## src/rtl/adc_pkg.sv

```systemverilog
// rtl/adc_pkg.sv - shared FSM state type and CSR constants for the ADC sample reader
package adc_pkg;

    typedef enum logic [3:0] {
        ST_IDLE,
        ST_IER,
        ST_RUN,
        ST_WAIT_IRQ,
        ST_RD,
        ST_RD_WAIT,
        ST_PUSH,
        ST_ACK,
        ST_HALT
    } adc_state_t;

    localparam logic [6:0] SS_IER_ADDR  = 7'd64;
    localparam logic [6:0] SS_ISR_ADDR  = 7'd65;
    localparam logic       SEQ_CMD_ADDR = 1'b0;
    localparam logic [2:0] MODE_CONT    = 3'b000;
    localparam logic [2:0] MODE_SINGLE  = 3'b001;

endpackage

```

## src/rtl/adc_sample_reader.sv

```systemverilog
// rtl/adc_sample_reader.sv - Avalon-MM master that runs the ADC sequencer and streams sample-store slots
//
// Ports:
//   clock_clk, reset_sink_reset_n : clock, asynchronous active-low reset
//   start, stop                   : one-cycle control pulses
//   seq_*                         : sequencer CSR master (write only)
//   ss_*                          : sample-store CSR master, ss_irq end-of-sequence interrupt
//   smp_*                         : sample stream (valid/ready), slot index and last-slot flag
//   busy, frame_count             : status
module adc_sample_reader
    import adc_pkg::*;
#(
    parameter int NUM_SLOTS     = 8,
    parameter int SS_RD_LATENCY = 2,
    parameter int CONTINUOUS    = 1
) (
    input  logic        clock_clk,
    input  logic        reset_sink_reset_n,
    input  logic        start,
    input  logic        stop,
    output logic        seq_address,
    output logic        seq_write,
    output logic [31:0] seq_writedata,
    output logic [6:0]  ss_address,
    output logic        ss_read,
    output logic        ss_write,
    output logic [31:0] ss_writedata,
    input  logic [31:0] ss_readdata,
    input  logic        ss_irq,
    output logic        smp_valid,
    input  logic        smp_ready,
    output logic [11:0] smp_data,
    output logic [5:0]  smp_slot,
    output logic        smp_last,
    output logic        busy,
    output logic [15:0] frame_count
);

    localparam logic [5:0] SLOT_LAST = 6'(NUM_SLOTS - 1);
    localparam logic [2:0] LAT_LAST  = 3'(SS_RD_LATENCY - 1);
    localparam logic [2:0] MODE      = (CONTINUOUS != 0) ? MODE_CONT : MODE_SINGLE;

    adc_state_t  state_q, state_d;
    logic [5:0]  slot_q, slot_d;
    logic [2:0]  lat_q, lat_d;
    logic [11:0] data_q, data_d;
    logic [15:0] frame_q, frame_d;
    logic        stop_q, stop_d;

    logic        seq_write_q, seq_write_d;
    logic [31:0] seq_wdata_q, seq_wdata_d;
    logic [6:0]  ss_addr_q, ss_addr_d;
    logic        ss_read_q, ss_read_d;
    logic        ss_write_q, ss_write_d;
    logic [31:0] ss_wdata_q, ss_wdata_d;
    logic        valid_q, valid_d;
    logic        last_q, last_d;
    logic        busy_q, busy_d;

    // Only the 12-bit conversion result is used.
    logic unused_rd_bits;
    assign unused_rd_bits = ^ss_readdata[31:12];

    always_comb begin
        state_d = state_q;
        slot_d  = slot_q;
        lat_d   = lat_q;
        data_d  = data_q;
        frame_d = frame_q;
        stop_d  = stop_q | stop;

        case (state_q)
            ST_IDLE:     if (start) state_d = ST_IER;
            ST_IER:      state_d = ST_RUN;
            ST_RUN:      state_d = ST_WAIT_IRQ;
            ST_WAIT_IRQ: begin
                if (ss_irq) begin
                    slot_d  = 6'd0;
                    state_d = ST_RD;
                end
            end
            ST_RD: begin
                lat_d   = 3'd0;
                state_d = ST_RD_WAIT;
            end
            ST_RD_WAIT: begin
                if (lat_q == LAT_LAST) begin
                    data_d  = ss_readdata[11:0];
                    state_d = ST_PUSH;
                end else begin
                    lat_d = lat_q + 3'd1;
                end
            end
            ST_PUSH: begin
                // smp_valid is registered high for the whole PUSH state.
                if (smp_ready) begin
                    if (slot_q == SLOT_LAST) begin
                        state_d = ST_ACK;
                    end else begin
                        slot_d  = slot_q + 6'd1;
                        state_d = ST_RD;
                    end
                end
            end
            ST_ACK: begin
                frame_d = frame_q + 16'd1;
                // A stop arriving in the ACK cycle still ends after this frame.
                if (stop_q || stop)        state_d = ST_HALT;
                else if (CONTINUOUS != 0)  state_d = ST_WAIT_IRQ;
                else                       state_d = ST_RUN;
            end
            ST_HALT:     state_d = ST_IDLE;
            default:     state_d = ST_IDLE;
        endcase

        if (state_d == ST_IDLE && state_q != ST_IDLE) stop_d = 1'b0;

        // Bus and stream outputs are decoded from the next state so they are
        // registered and line up with the cycle spent in that state.
        seq_write_d = (state_d == ST_RUN) || (state_d == ST_HALT);
        seq_wdata_d = (state_d == ST_RUN) ? {28'd0, MODE, 1'b1} : 32'd0;
        ss_write_d  = (state_d == ST_IER) || (state_d == ST_ACK);
        ss_wdata_d  = ss_write_d ? 32'd1 : 32'd0;
        ss_read_d   = (state_d == ST_RD);
        case (state_d)
            ST_IER:  ss_addr_d = SS_IER_ADDR;
            ST_ACK:  ss_addr_d = SS_ISR_ADDR;
            ST_RD:   ss_addr_d = {1'b0, slot_d};
            default: ss_addr_d = 7'd0;
        endcase
        valid_d = (state_d == ST_PUSH);
        last_d  = (state_d == ST_PUSH) && (slot_d == SLOT_LAST);
        busy_d  = (state_d != ST_IDLE);
    end

    always_ff @(posedge clock_clk or negedge reset_sink_reset_n) begin
        if (!reset_sink_reset_n) begin
            state_q     <= ST_IDLE;
            slot_q      <= 6'd0;
            lat_q       <= 3'd0;
            data_q      <= 12'd0;
            frame_q     <= 16'd0;
            stop_q      <= 1'b0;
            seq_write_q <= 1'b0;
            seq_wdata_q <= 32'd0;
            ss_addr_q   <= 7'd0;
            ss_read_q   <= 1'b0;
            ss_write_q  <= 1'b0;
            ss_wdata_q  <= 32'd0;
            valid_q     <= 1'b0;
            last_q      <= 1'b0;
            busy_q      <= 1'b0;
        end else begin
            state_q     <= state_d;
            slot_q      <= slot_d;
            lat_q       <= lat_d;
            data_q      <= data_d;
            frame_q     <= frame_d;
            stop_q      <= stop_d;
            seq_write_q <= seq_write_d;
            seq_wdata_q <= seq_wdata_d;
            ss_addr_q   <= ss_addr_d;
            ss_read_q   <= ss_read_d;
            ss_write_q  <= ss_write_d;
            ss_wdata_q  <= ss_wdata_d;
            valid_q     <= valid_d;
            last_q      <= last_d;
            busy_q      <= busy_d;
        end
    end

    assign seq_address   = SEQ_CMD_ADDR;
    assign seq_write     = seq_write_q;
    assign seq_writedata = seq_wdata_q;
    assign ss_address    = ss_addr_q;
    assign ss_read       = ss_read_q;
    assign ss_write      = ss_write_q;
    assign ss_writedata  = ss_wdata_q;
    assign smp_valid     = valid_q;
    assign smp_data      = data_q;
    assign smp_slot      = slot_q;
    assign smp_last      = last_q;
    assign busy          = busy_q;
    assign frame_count   = frame_q;

endmodule
```

## config.mk

```make
export PLATFORM = sky130hd
export DESIGN_NAME = adc_sample_reader
export DESIGN_NICKNAME = d
export VERILOG_FILES = /design/src/rtl/adc_pkg.sv /design/src/rtl/adc_sample_reader.sv
export SDC_FILE = /design/constraint.sdc
export NUM_CORES = 1
export LEC_CHECK = 0
export CORE_UTILIZATION = 41
export DETAILED_ROUTE_END_ITERATION = 7
export GPL_TIMING_DRIVEN = 0
export PLACE_DENSITY = 0.91
export SKIP_CTS_REPAIR_TIMING = 1
export SYNTH_ARGS = -nofsm -noshare
export SYNTH_HDL_FRONTEND = slang
export SYNTH_SLANG_ARGS = --single-unit
```

## constraint.sdc

```tcl
create_clock -name clock_clk -period 2.41 [get_ports clock_clk]
set_clock_uncertainty 0.1 [all_clocks]
set_input_delay 0.241 -clock clock_clk [delete_from_list [all_inputs] [get_ports clock_clk]]
set_output_delay 0.241 -clock clock_clk [all_outputs]
set_load 0.02 [all_outputs]
```

==> results.md <==
* Seq pwr share at 0.364
* CTS tree: built
* Simple-Gate Fraction of Synth Area at 0.150
* CTS buffer count at 5
* Worst min-delay path class: primary input to async pin
* Die footprint at 7700 µm²
* Slowest cell delay on critical path at 0.54 ns
* Antenna diodes at 0
* Post-route cell area at 4180 µm²
* Most frequent cell after synthesis: buf_4
* EDFF count, synth at 0
* Seq cells post-synth at 56
* CP cell instances: or3_1, o21a_1, o211a_1, or4_1, nor4b_2
* Largest net degree at the start of global routing at 34
* Initial antenna violation count at 0
* Period Utilization, post-route at 0.974
* Root buffer cell: clkbuf_8
* Initial core utilization at 0.434
* Worst-Margin Slew at 0.669 ns
* Sw power at 0.00136 W
* Setup WS pre-CTS at -0.0258 ns
* Crit path max fanout at 7
* GRT Residual Overflow at 0
* Power density over cell area at 900 nW/µm²
* Post-detail-place hpwl at 4660 µm
* Gr usage total at 0.157
* Post-Synth Adder-Cell Area at 0.0166
* Maxcap violations at 0
* Slowest-stage cell, CP: or4_1
* Int Pwr at 0.00240 W
* Critical path launch point type: flop
* XOR/XNOR Fraction of Synth Area at 0.0494
* Clk buf depth at 2
* RSZ-0062 raised after global routing: no
* Largest family of logic cells by synthesized area: buffers and inverters
* First-pass GRT wire length at 9440 µm
* Pleak at 2.11 nW
* Async SR Flop Fraction at 1.00
* DR vias at 2281
* Placed cell area at 4040 µm²
* Relative slew slack at 0.549
* Area share of the largest cell type after synthesis at 0.465
* Top cells by count, synth: 64 x buf_4, 56 x dfrtp_1, 17 x nand2_1, 15 x nor2_1, 12 x mux2_2
* Worst VDD drop at 0.348 mV
* Via density at 4.39
* WS Path Type: flop to flop
* Vias in the first global route at 2059
* GP Congestion at 0.850
* Layout cell share with drive strength beyond 1 at 0.229
* Synth warn at 0
* PortBufs at 66
* Bufs and invs on worst path at 0
* Fin. Hold Viols at 0
* Chip width at 87.7 µm
* Period minus WS final at 2.35 ns
* DRC violations left at 0
* Endpoint class of the critical path: flop
* Drt first pass iters at 4
* Max-slew violation count at 0
* CP arrival at 2.46 ns
* I/O Pins at 150
* Clock slew at reported path FFs at 0.09 ns
* Multiplexer share of the synthesized area at 0.0482
* Setup TNS at 0 ns
* Post-Syn Instances at 287
* R2R Path Start: smp_slot[3]
* WP data required at 2.52 ns
* Comb pwr share at 0.454
* Avg WL per Cell at 11.5 µm
* WL final at 5960 µm
* Ys flop type: dfrtp_1
* Post-synthesis cell area at 3010 µm²
* Final setup viols at 0
* Top post-synthesis cells by area: dfrtp_1 47%, buf_4 16%, mux2_2 4.5%, xnor2_1 3.2%, nand2_1 2.1%
* Clock power share at 0.181
* Site Rows at 30
* Mean post-synth cell area at 10.5 µm²
* TritonCTS Sinks at 56
* Fmax at 426 MHz
* Antenna Violating Nets Remaining at 0
* Die Ht at 87.7 µm
* P&R area growth vs syn at 38.8%
* Status: complete, no violations
* Top cell type by total area after synthesis: dfrtp_1
* Yosys cell types at 48
* Switching part of the total at 0.361
* Nets at 466
* Setup ws final at 0.0631 ns
* CP top delay family: simple AND/OR/NAND/NOR gates
* Iteration-0 DRC count of the detailed router at 90
* Core Area at 6940 µm²
* Compound-Gate Fraction of Synth Area at 0.0781
* Clk_lat worst skew at 0.30 ns
* Post-synthesis sequential area ratio at 0.465
* H-tree depth at 2
* Worst Setup SP: smp_slot[3]
## cell usage in the layout, fill, tap and decap left out, types with 3 or more instances in the layout
master / Yosys / routed
buf_2: 4 / 5
a21oi_1: 7 / 7
a22o_1: 3 / 3
ha_1: 4 / 4
a21o_1: 3 / 3
conb_1: 1 / 63
clkbuf_8: 0 / 5
o21ai_0: 4 / 4
nand2_1: 17 / 17
nand3_1: 10 / 10
nor3_1: 4 / 4
nor2_1: 15 / 15
nand2b_1: 6 / 6
inv_1: 11 / 11
nand4_1: 4 / 4
nor2b_1: 4 / 4
xor2_1: 6 / 6
clkdlybuf4s50_1: 0 / 65
o22ai_1: 3 / 3
xnor2_1: 11 / 11
mux2_2: 12 / 12
and2_1: 4 / 4
buf_4: 64 / 64
dfrtp_1: 56 / 55
and3_1: 3 / 3
## logic make-up (layout without fill, tap and decap cells)
| group | after synthesis | after routing |
|---|---|---|
| AOI/OAI and AO/OA | 30 | 30 |
| xor gates and xnor gates | 17 | 17 |
| adders and majority gates | 4 | 4 |
| buffers and inverters | 84 | 159 |
| DFF | 56 | 56 |
| muxes | 13 | 13 |
| other | 1 | 63 |
| and+or+nand+nor | 82 | 82 |
## metrics by stage
stage | instances | hold WS, ns | power [W] | utilization
after floorplan | 349 | -0.155 | 0.00244 | -
after global placement | 511 | 0.362 | 0.00302 | 0.580
after detailed placement | 512 | 0.154 | 0.00308 | 0.582
after CTS | 519 | -0.186 | 0.00378 | 0.601
after global routing | 520 | 0.385 | 0.00400 | 0.602
final | 520 | 0.353 | 0.00376 | 0.602
## final timing paths
check	endpoint	slack, ns	depth (start not counted)
setup / recovery	smp_last	0.06	5
max in group asynchronous	smp_data[5]	1.31	3
min in group clock_clk	frame_count[15]	0.39	1
hold reg to reg	frame_count[15]	0.39	1
setup reg to reg	smp_last	0.06	5
hold / removal	smp_slot[0]	0.35	2
## power by group through the flow
stage                     Combinational [W]  Sequential (W)  Clock (W)
final                               0.00171         0.00137   0.000682
after global routing                0.00185         0.00141   0.000747
after CTS                           0.00171         0.00137   0.000706
after detailed placement            0.00169         0.00139          0
after global placement              0.00164         0.00137          0
after floorplan                    0.000829         0.00161          0
## area by class of cell
type	count	area [µm²]
Clock inverter	2	60.1
Clock buffer	5	68.8
Multi-Input combinational cell	209	1270
Timing Repair Buffer	68	686
Fill cell	560	2760
Buffer	73	534
Inverter	11	41.3
Tap cell	96	120
Sequential cell	56	1400
## sequential cells by signal, summed over array words and instances, names as in the netlist
register	count
ss_address	7
smp_data	12
ss_writedata	1
smp_last	1
smp_valid	1
lat_q	3
smp_slot	6
seq_write	1
stop_q	1
ss_read	1
state_q	4
seq_writedata	1
frame_count	16
busy	1
## routing by layer
layer	vias to the layer above	routed length, µm	global-route usage
li1	1106	-	-
met1	1047	2400	0.183
met2	116	2990	0.276
met3	12	477	0.0405
met4	0	85	0.0626
met5	-	0	0
(Power assumes the default switching activity.)
